[config.mk]
export PLATFORM = sky130hd
export DESIGN_NAME = int_datapath_md_flat
export DESIGN_NICKNAME = d
export VERILOG_FILES = /design/src/rtl/int_dp_pkg.sv /design/src/rtl/int_datapath_md_if.sv /design/src/rtl/muldiv_iter.sv /design/src/rtl/regfile_param.sv /design/src/rtl/int_datapath_md.sv /design/src/flat_wrapper.sv
export SDC_FILE = /design/constraint.sdc
export NUM_CORES = 2
export LEC_CHECK = 0
export CORE_MARGIN = 2
export CORE_UTILIZATION = 65
export DETAILED_ROUTE_END_ITERATION = 16
export PLACE_DENSITY = 0.83
export SYNTH_ARGS = -nofsm -noshare
export SYNTH_HDL_FRONTEND = slang
export SYNTH_SLANG_ARGS = --single-unit
[constraint.sdc]
create_clock -name clk -period 13.6 [get_ports clk]
set_input_delay 2.72 -clock clk [delete_from_list [all_inputs] [get_ports clk]]
set_output_delay 2.72 -clock clk [all_outputs]
set_load 0.01 [all_outputs]
[src/rtl/int_dp_pkg.sv]
// Shared encodings for the integer datapath:
// ALU functions, mul/div ops, mux selects, FSM states.
package int_dp_pkg;

  typedef enum logic [3:0] {
    FS_PASS_S = 4'h0,
    FS_PASS_T = 4'h1,
    FS_ADD    = 4'h2,
    FS_ADDU   = 4'h3,
    FS_SUB    = 4'h4,
    FS_SUBU   = 4'h5,
    FS_SLT    = 4'h6,
    FS_SLTU   = 4'h7,
    FS_AND    = 4'h8,
    FS_OR     = 4'h9,
    FS_XOR    = 4'hA,
    FS_NOR    = 4'hB,
    FS_SLL    = 4'hC,
    FS_SRL    = 4'hD,
    FS_SRA    = 4'hE,
    FS_INC    = 4'hF
  } fs_e;

  typedef enum logic [1:0] {
    MD_MULTU = 2'b00,
    MD_MULT  = 2'b01,
    MD_DIVU  = 2'b10,
    MD_DIV   = 2'b11
  } md_op_e;

  typedef enum logic [1:0] {
    DA_D  = 2'b00,
    DA_T  = 2'b01,
    DA_LR = 2'b10,
    DA_SP = 2'b11
  } da_sel_e;

  localparam logic [2:0] Y_ALU = 3'b000;
  localparam logic [2:0] Y_HI  = 3'b001;
  localparam logic [2:0] Y_LO  = 3'b010;
  localparam logic [2:0] Y_DIN = 3'b011;
  localparam logic [2:0] Y_PC  = 3'b100;

  typedef enum logic [1:0] {
    MD_IDLE = 2'b00,
    MD_RUN  = 2'b01,
    MD_DONE = 2'b10
  } md_state_e;

endpackage

[src/rtl/int_datapath_md_if.sv]
// Control/data bundle between the MCU side
// and the integer datapath.
interface int_datapath_md_if #(
  parameter int DATA_W = 32,
  parameter int AW     = 5
);
  localparam int SW = $clog2(DATA_W);

  logic [AW-1:0]     s_addr;
  logic [AW-1:0]     t_addr;
  logic [AW-1:0]     d_addr;
  logic              d_en;
  logic [1:0]        da_sel;
  logic              t_sel;
  logic [DATA_W-1:0] dt;
  logic              s_sel;
  logic [3:0]        fs;
  logic [SW-1:0]     shamt;
  logic [2:0]        y_sel;
  logic [DATA_W-1:0] dy;
  logic [DATA_W-1:0] pc_in;
  logic              md_start;
  logic [1:0]        md_op;
  logic              md_busy;
  logic              md_done;
  logic              div_zero;
  logic              c;
  logic              v;
  logic              n;
  logic              z;
  logic [DATA_W-1:0] alu_out;
  logic [DATA_W-1:0] d_out;
  logic [DATA_W-1:0] d_in;

  modport master (
    output s_addr, t_addr, d_addr, d_en,
    output da_sel, t_sel, dt, s_sel,
    output fs, shamt, y_sel, dy, pc_in,
    output md_start, md_op,
    input  md_busy, md_done, div_zero,
    input  c, v, n, z,
    input  alu_out, d_out, d_in
  );

  modport slave (
    input  s_addr, t_addr, d_addr, d_en,
    input  da_sel, t_sel, dt, s_sel,
    input  fs, shamt, y_sel, dy, pc_in,
    input  md_start, md_op,
    output md_busy, md_done, div_zero,
    output c, v, n, z,
    output alu_out, d_out, d_in
  );

endinterface

[src/rtl/muldiv_iter.sv]
// Radix-2 iterative multiply/divide on operand
// magnitudes, sign fix-up in DONE, result in HI/LO.
module muldiv_iter
  import int_dp_pkg::*;
#(
  parameter int DATA_W = 32
) (
  input  logic              clk,
  input  logic              rst_n,
  input  logic              start,
  input  logic [1:0]        op,
  input  logic [DATA_W-1:0] a,
  input  logic [DATA_W-1:0] b,
  output logic              busy,
  output logic              done,
  output logic              div_zero,
  output logic [DATA_W-1:0] hi,
  output logic [DATA_W-1:0] lo
);

  localparam int CW = $clog2(DATA_W);
  localparam int M  = DATA_W - 1;

  md_state_e         state;
  logic [CW-1:0]     cnt;
  logic [1:0]        op_q;
  logic [DATA_W-1:0] a_q;
  logic [DATA_W-1:0] b_q;
  logic [DATA_W-1:0] opb;
  logic [DATA_W-1:0] acc_hi;
  logic [DATA_W-1:0] acc_lo;

  logic [DATA_W-1:0] a_mag;
  logic [DATA_W-1:0] b_mag;

  assign a_mag = (op[0] && a[M]) ? -a : a;
  assign b_mag = (op[0] && b[M]) ? -b : b;

  logic [DATA_W:0]   m_sum;
  logic [DATA_W:0]   r_sh;
  logic              ge;
  logic [DATA_W-1:0] n_hi;
  logic [DATA_W-1:0] n_lo;

  // mul: acc_hi:acc_lo shifts right; div: remainder builds in acc_hi
  always_comb begin
    m_sum = {1'b0, acc_hi} +
            (acc_lo[0] ? {1'b0, opb} : '0);
    r_sh  = {acc_hi, acc_lo[M]};
    ge    = r_sh >= {1'b0, opb};
    if (op_q[1]) begin
      n_hi = ge ? DATA_W'(r_sh - {1'b0, opb})
                : r_sh[M:0];
      n_lo = {acc_lo[M-1:0], ge};
    end else begin
      n_hi = m_sum[DATA_W:1];
      n_lo = {m_sum[0], acc_lo[M:1]};
    end
  end

  logic [2*DATA_W-1:0] prod;
  logic [2*DATA_W-1:0] prod_f;
  logic [DATA_W-1:0]   q_f;
  logic [DATA_W-1:0]   r_f;
  logic [DATA_W-1:0]   res_hi;
  logic [DATA_W-1:0]   res_lo;
  logic                neg_ab;
  logic                bz;

  always_comb begin
    neg_ab = op_q[0] & (a_q[M] ^ b_q[M]);
    bz     = (b_q == '0);
    prod   = {acc_hi, acc_lo};
    prod_f = neg_ab ? -prod : prod;
    q_f    = neg_ab ? -acc_lo : acc_lo;
    r_f    = (op_q[0] && a_q[M]) ? -acc_hi : acc_hi;
    res_hi = prod_f[2*DATA_W-1:DATA_W];
    res_lo = prod_f[M:0];
    if (op_q[1]) begin
      res_hi = bz ? a_q : r_f;
      res_lo = bz ? '1 : q_f;
    end
  end

  always_ff @(posedge clk or negedge rst_n) begin
    if (!rst_n) begin
      state    <= MD_IDLE;
      cnt      <= '0;
      op_q     <= '0;
      a_q      <= '0;
      b_q      <= '0;
      opb      <= '0;
      acc_hi   <= '0;
      acc_lo   <= '0;
      busy     <= 1'b0;
      done     <= 1'b0;
      div_zero <= 1'b0;
      hi       <= '0;
      lo       <= '0;
    end else begin
      done <= 1'b0;
      case (state)
        MD_IDLE: begin
          if (start) begin
            op_q     <= op;
            a_q      <= a;
            b_q      <= b;
            opb      <= b_mag;
            acc_hi   <= '0;
            acc_lo   <= a_mag;
            cnt      <= CW'(DATA_W - 1);
            busy     <= 1'b1;
            div_zero <= 1'b0;
            state    <= MD_RUN;
          end
        end
        MD_RUN: begin
          acc_hi <= n_hi;
          acc_lo <= n_lo;
          cnt    <= cnt - 1'b1;
          if (cnt == '0)
            state <= MD_DONE;
        end
        MD_DONE: begin
          hi       <= res_hi;
          lo       <= res_lo;
          div_zero <= op_q[1] & bz;
          done     <= 1'b1;
          busy     <= 1'b0;
          state    <= MD_IDLE;
        end
        default: state <= MD_IDLE;
      endcase
    end
  end

endmodule

[src/rtl/regfile_param.sv]
// REG_CNT x DATA_W register file, two async
// read ports, one sync write port, r0 hardwired 0.
module regfile_param #(
  parameter int DATA_W  = 32,
  parameter int REG_CNT = 32,
  parameter int AW      = $clog2(REG_CNT)
) (
  input  logic              clk,
  input  logic              rst_n,
  input  logic              we,
  input  logic [AW-1:0]     wa,
  input  logic [DATA_W-1:0] wd,
  input  logic [AW-1:0]     ra_s,
  input  logic [AW-1:0]     ra_t,
  output logic [DATA_W-1:0] rd_s,
  output logic [DATA_W-1:0] rd_t
);

  logic [DATA_W-1:0] mem [REG_CNT];

  always_ff @(posedge clk or negedge rst_n) begin
    if (!rst_n) begin
      for (int i = 0; i < REG_CNT; i++)
        mem[i] <= '0;
    end else if (we && wa != '0) begin
      mem[wa] <= wd;
    end
  end

  assign rd_s = (ra_s == '0) ? '0 : mem[ra_s];
  assign rd_t = (ra_t == '0) ? '0 : mem[ra_t];

endmodule

[src/rtl/int_datapath_md.sv]
// Integer datapath: regfile, RS/RT operand regs,
// single-cycle ALU, iterative mul/div into HI/LO.
module int_datapath_md
  import int_dp_pkg::*;
#(
  parameter int DATA_W  = 32,
  parameter int REG_CNT = 32
) (
  input logic clk,
  input logic reset,
  int_datapath_md_if.slave bus
);

  localparam int AW     = $clog2(REG_CNT);
  localparam int M      = DATA_W - 1;
  localparam int SP_IDX = REG_CNT - 3;
  localparam int LR_IDX = REG_CNT - 1;

  logic [DATA_W-1:0] s_val;
  logic [DATA_W-1:0] t_val;
  logic [DATA_W-1:0] rs;
  logic [DATA_W-1:0] rt;
  logic [DATA_W-1:0] alu_reg;
  logic [DATA_W-1:0] d_in_q;
  logic [DATA_W-1:0] y_lo;
  logic [DATA_W-1:0] y_out;
  logic [DATA_W-1:0] d_out_w;
  logic [DATA_W-1:0] hi;
  logic [DATA_W-1:0] lo;
  logic [AW-1:0]     wa;

  always_comb begin
    wa = bus.d_addr;
    case (bus.da_sel)
      DA_D:    wa = bus.d_addr;
      DA_T:    wa = bus.t_addr;
      DA_LR:   wa = AW'(LR_IDX);
      default: wa = AW'(SP_IDX);
    endcase
  end

  regfile_param #(
    .DATA_W  (DATA_W),
    .REG_CNT (REG_CNT)
  ) u_rf (
    .clk   (clk),
    .rst_n (reset),
    .we    (bus.d_en),
    .wa    (wa),
    .wd    (y_out),
    .ra_s  (bus.s_addr),
    .ra_t  (bus.t_addr),
    .rd_s  (s_val),
    .rd_t  (t_val)
  );

  assign d_out_w = bus.t_sel ? bus.dt : t_val;

  always_ff @(posedge clk or negedge reset) begin
    if (!reset) begin
      rs      <= '0;
      rt      <= '0;
      alu_reg <= '0;
      d_in_q  <= '0;
    end else begin
      rt      <= d_out_w;
      rs      <= bus.s_sel ? y_lo : s_val;
      alu_reg <= y_lo;
      d_in_q  <= bus.dy;
    end
  end

  logic [DATA_W:0] sum;
  logic            cf;
  logic            vf;

  // SUB carry is the adder carry of rs + ~rt + 1, i.e. no-borrow
  always_comb begin
    sum  = '0;
    y_lo = '0;
    cf   = 1'b0;
    vf   = 1'b0;
    unique case (bus.fs)
      FS_PASS_S: y_lo = rs;
      FS_PASS_T: y_lo = rt;
      FS_ADD, FS_ADDU: begin
        sum  = {1'b0, rs} + {1'b0, rt};
        y_lo = sum[M:0];
        cf   = sum[DATA_W];
        vf   = (bus.fs == FS_ADD) &&
               (rs[M] == rt[M]) && (y_lo[M] != rs[M]);
      end
      FS_SUB, FS_SUBU: begin
        sum  = {1'b0, rs} + {1'b0, ~rt} +
               (DATA_W+1)'(1);
        y_lo = sum[M:0];
        cf   = sum[DATA_W];
        vf   = (bus.fs == FS_SUB) &&
               (rs[M] != rt[M]) && (y_lo[M] != rs[M]);
      end
      FS_SLT:  y_lo = DATA_W'($signed(rs) < $signed(rt));
      FS_SLTU: y_lo = DATA_W'(rs < rt);
      FS_AND:  y_lo = rs & rt;
      FS_OR:   y_lo = rs | rt;
      FS_XOR:  y_lo = rs ^ rt;
      FS_NOR:  y_lo = ~(rs | rt);
      FS_SLL:  y_lo = rt << bus.shamt;
      FS_SRL:  y_lo = rt >> bus.shamt;
      FS_SRA:  y_lo = $signed(rt) >>> bus.shamt;
      FS_INC: begin
        sum  = {1'b0, rs} + (DATA_W+1)'(1);
        y_lo = sum[M:0];
        cf   = sum[DATA_W];
        vf   = ~rs[M] & y_lo[M];
      end
    endcase
  end

  always_comb begin
    y_out = '0;
    case (bus.y_sel)
      Y_ALU:   y_out = alu_reg;
      Y_HI:    y_out = hi;
      Y_LO:    y_out = lo;
      Y_DIN:   y_out = d_in_q;
      Y_PC:    y_out = bus.pc_in;
      default: y_out = '0;
    endcase
  end

  muldiv_iter #(
    .DATA_W (DATA_W)
  ) u_md (
    .clk      (clk),
    .rst_n    (reset),
    .start    (bus.md_start),
    .op       (bus.md_op),
    .a        (rs),
    .b        (rt),
    .busy     (bus.md_busy),
    .done     (bus.md_done),
    .div_zero (bus.div_zero),
    .hi       (hi),
    .lo       (lo)
  );

  assign bus.c       = cf;
  assign bus.v       = vf;
  assign bus.n       = y_lo[M];
  assign bus.z       = (y_lo == '0);
  assign bus.alu_out = y_out;
  assign bus.d_out   = d_out_w;
  assign bus.d_in    = d_in_q;

endmodule

[src/flat_wrapper.sv]
// flat-port wrapper written by rule: the top's interface ports become plain ports
module int_datapath_md_flat import int_dp_pkg::*;
#(
  parameter int DATA_W  = 32,
  parameter int REG_CNT = 32
)
  (clk, reset, bus_s_addr, bus_t_addr, bus_d_addr, bus_d_en, bus_da_sel, bus_t_sel, bus_dt, bus_s_sel, bus_fs, bus_shamt, bus_y_sel, bus_dy, bus_pc_in, bus_md_start, bus_md_op, bus_md_busy, bus_md_done, bus_div_zero, bus_c, bus_v, bus_n, bus_z, bus_alu_out, bus_d_out, bus_d_in);
  int_datapath_md_if #(.DATA_W(DATA_W), .AW(5)) bus_i ();
  input logic clk;
  input logic reset;
  input wire logic [$bits(bus_i.s_addr)-1:0] bus_s_addr;
  input wire logic [$bits(bus_i.t_addr)-1:0] bus_t_addr;
  input wire logic [$bits(bus_i.d_addr)-1:0] bus_d_addr;
  input wire logic [$bits(bus_i.d_en)-1:0] bus_d_en;
  input wire logic [$bits(bus_i.da_sel)-1:0] bus_da_sel;
  input wire logic [$bits(bus_i.t_sel)-1:0] bus_t_sel;
  input wire logic [$bits(bus_i.dt)-1:0] bus_dt;
  input wire logic [$bits(bus_i.s_sel)-1:0] bus_s_sel;
  input wire logic [$bits(bus_i.fs)-1:0] bus_fs;
  input wire logic [$bits(bus_i.shamt)-1:0] bus_shamt;
  input wire logic [$bits(bus_i.y_sel)-1:0] bus_y_sel;
  input wire logic [$bits(bus_i.dy)-1:0] bus_dy;
  input wire logic [$bits(bus_i.pc_in)-1:0] bus_pc_in;
  input wire logic [$bits(bus_i.md_start)-1:0] bus_md_start;
  input wire logic [$bits(bus_i.md_op)-1:0] bus_md_op;
  output wire logic [$bits(bus_i.md_busy)-1:0] bus_md_busy;
  output wire logic [$bits(bus_i.md_done)-1:0] bus_md_done;
  output wire logic [$bits(bus_i.div_zero)-1:0] bus_div_zero;
  output wire logic [$bits(bus_i.c)-1:0] bus_c;
  output wire logic [$bits(bus_i.v)-1:0] bus_v;
  output wire logic [$bits(bus_i.n)-1:0] bus_n;
  output wire logic [$bits(bus_i.z)-1:0] bus_z;
  output wire logic [$bits(bus_i.alu_out)-1:0] bus_alu_out;
  output wire logic [$bits(bus_i.d_out)-1:0] bus_d_out;
  output wire logic [$bits(bus_i.d_in)-1:0] bus_d_in;
  assign bus_i.s_addr = bus_s_addr;
  assign bus_i.t_addr = bus_t_addr;
  assign bus_i.d_addr = bus_d_addr;
  assign bus_i.d_en = bus_d_en;
  assign bus_i.da_sel = bus_da_sel;
  assign bus_i.t_sel = bus_t_sel;
  assign bus_i.dt = bus_dt;
  assign bus_i.s_sel = bus_s_sel;
  assign bus_i.fs = bus_fs;
  assign bus_i.shamt = bus_shamt;
  assign bus_i.y_sel = bus_y_sel;
  assign bus_i.dy = bus_dy;
  assign bus_i.pc_in = bus_pc_in;
  assign bus_i.md_start = bus_md_start;
  assign bus_i.md_op = bus_md_op;
  assign bus_md_busy = bus_i.md_busy;
  assign bus_md_done = bus_i.md_done;
  assign bus_div_zero = bus_i.div_zero;
  assign bus_c = bus_i.c;
  assign bus_v = bus_i.v;
  assign bus_n = bus_i.n;
  assign bus_z = bus_i.z;
  assign bus_alu_out = bus_i.alu_out;
  assign bus_d_out = bus_i.d_out;
  assign bus_d_in = bus_i.d_in;
  int_datapath_md #(.DATA_W(DATA_W), .REG_CNT(REG_CNT)) u_core (.clk(clk), .reset(reset), .bus(bus_i));
endmodule
==> reports/metrics.cfg <==
[sta]
relSlewSlack_pct=4.84
finalMaxSlewViolations=0
clock-skew-final_ns=0.0783
finalWorstSetupSlack_ns=2.46
worstMarginPinSlew_ns=1.41
hold_violations=0
rsz0062_at_grt=false
fin_crit_ns=11.14
fmax_ghz=0.0897
fin_tns_setup_ns=0
setup_violations=0
post-route-period-util_pct=81.9

[cells_and_area]
fin_nets=9153
drive_gt1_share_pct=13.3
top_register=u_core.u_rf.mem
register_area_um2=34700
mostFrequentLayoutCells=dfrtp_1, nor2_1, a21oi_1
nFillCells=8788
area_growth_pct=9.60
multiInputGateArea_um2=48000
final_common_cell=dfrtp_1
largest_reg_flops=1024

[synth]
yosys_warnings=0
ys_seq_elements=1387
synthArstFlopShare_pct=100
synth_top_area_cell=dfrtp_1
synth.avg_cell_area_um2=9.48
synth_seq_area_share_pct=40.2
synth_area_leaders=dfrtp_1, mux4_2, a21oi_1, nor2_1, o21ai_0
syn_area_um2=86400
syn_inst=9114
synth-edff-count=0
synth_nets=9426
ys_types=91
yosysTopAreaCellShare_pct=40.2
synth_ff_type=dfrtp_1

[cts]
cts_buffer_depth=3
cts_tree=done
cts_hold_buf=0
cts_made_buffers=147
cts_max_level=4
post_cts_buffers=0
cts_resized=0
cts_root_buffer=clkbuf_16
clk_pin_slew_worst_paths_ns=0.06
numClockSinks=1387
clk_latency_ns=0.83

[routing]
drt_iter0_markers=15300
wl_per_cell_um=34.9
ant_nets=0
drtPass1Iterations=9
via_count=83400
remaining_drc_errors=0
vias_per_cell=7.77
wl_um=375000

[hold_path]
min_delay_worst_endpoint=u_core.u_rf.mem[995]
hp-start=u_core.u_rf.mem[995]
hold_depth=0
hold_class=reg2reg

[job]
drv_cap=0

[pwr]
vdd_ir_drop_max_mv=0.141
powerDensity_nw_per_um2=186
cellLeakagePower_nw=39.9

[worst_setup_path]
worstRegToRegCells=12
cpLargestDelayFamily=simple AND/OR/NAND/NOR gates
rr_endpoint=u_core.rs[26]
crit_buf_inv=5
slowest_stage=nor4_2
crit_required_ns=10.88
cp_max_fo=50
rr_startpoint=u_core.rs[4]
critical_path_class=in2out
path_depth=14
ff2ff_setup_slack_ns=7.63
critPathMaxStageDelay_ns=0.65
cp-end-kind=output pin
path_common_cell=buf_4
startpoint_type=input pin
crit_arrival_ns=8.42
worstPathCellList=buf_4 -> buf_4 -> inv_2 -> nand2_1 -> buf_4 -> nor3_1 -> or4_1 -> o32a_1 -> or4_1 -> nor4_2 -> and4_1 -> nand4_1 -> nor3_2 -> clkdlybuf4s50_1

[floorplan]
num_rows=133
die_w_um=369
start_util_pct=65.6
dieArea_um2=136000
ioPinCount=236
coreArea_um2=132000
die_y_um=369

[global_route]
grt_pass1_vias=81600
grt_usage_pct=54.7
grt.overflow.total=0
grt_max_degree=195
grt_pass1_wl_um=544000
antenna_found_initial=35

[status]
status=finished, final reports clean

[placed_design]
globalplace.congestion=1.07
io_buffer_count=235
dp_hpwl_um=239000
preCtsSetupSlack_ns=2.90

worst max path at each step:
stage | from | end | slack [ns]
floorplan | bus_shamt[1] | bus_z | 5.28
detailed placement | bus_shamt[2] | bus_z | 2.90
global placement | bus_shamt[2] | bus_z | 2.93
global route | bus_shamt[2] | bus_z | 2.49
CTS | bus_shamt[2] | bus_z | 2.89
finish | bus_fs[1] | bus_z | 2.46
stage by stage:
stage	instance area [µm²]	power [W]	std cells	utilization, %	hold slack [ns]
2_1_floorplan	86400	0.0105	9114	-	0.441
3_3_place_gp	89500	0.0126	10400	68.0	0.377
3_5_place_dp	89500	0.0129	10400	68.0	0.388
4_1_cts	94600	0.0172	10700	71.9	0.400
5_1_grt	94700	0.0182	10700	71.9	0.412
6_report	94700	0.0176	10700	71.9	0.401
cell usage after synthesis (all sizes together), types with 17 or more instances:
master     n
o21ai    756
a31oi     52
ha       175
clkbuf   699
and2      31
dfrtp   1387
nand2b    56
o221ai    83
a211o     17
nand3     98
a221oi    39
inv      183
nand4     46
mux2     156
or3       31
o22ai    109
buf      160
mux4     467
a22oi     96
o211ai    88
mux2i    358
nor4      57
nor2b     44
a21o      57
xor2      76
o31ai     36
nor3     130
or2       17
o22a      35
nor2    1140
xnor2    172
a22o      49
and3      20
nand2    757
a21oi   1100
a211oi    59
area by class of cell:
| cell class | count | area share [%] |
|---|---|---|
| diodes | 20 | 0.0529 |
| clock buffers | 212 | 4.56 |
| clock inverters | 53 | 0.822 |
| inverters | 192 | 0.761 |
| multi-input cells | 6676 | 50.6 |
| flip-flops and latches | 1387 | 36.7 |
| well taps | 1755 | 2.32 |
| repair buffers | 437 | 4.18 |
cells by family (layout without fill, tap and decap cells):
family	after synthesis	after routing	synth area share, %
flip-flops	1387	1387	40.2
AO/OA/AOI/OAI	2774	2774	19.2
AND/OR/NAND/NOR	2494	2494	12.4
multiplexers	981	981	18.4
XOR/XNOR	248	248	2.51
adder cells (fa/ha/maj)	179	179	2.63
buffers and inverters	1051	894	4.72
other	0	20	0
routing by layer:
metal  global-route usage (%)  share of wire (%)  up-vias
li1                         -                  -    32700
met1                     64.7                 32    40100
met2                     78.3                 42     8007
met3                     21.1                 15     2516
met4                     46.4                 11       30
met5                     1.14               0.10        -
power breakdown:
part,switching [W],internal [W],leakage [nW]
Clock,0.00185,0.00244,2.49
Combinational,0.00428,0.00271,19.6
Sequential,0.00117,0.00514,17.8
Total,0.00731,0.0103,39.9
No activity file was read; power rests on OpenSTA's default activity.
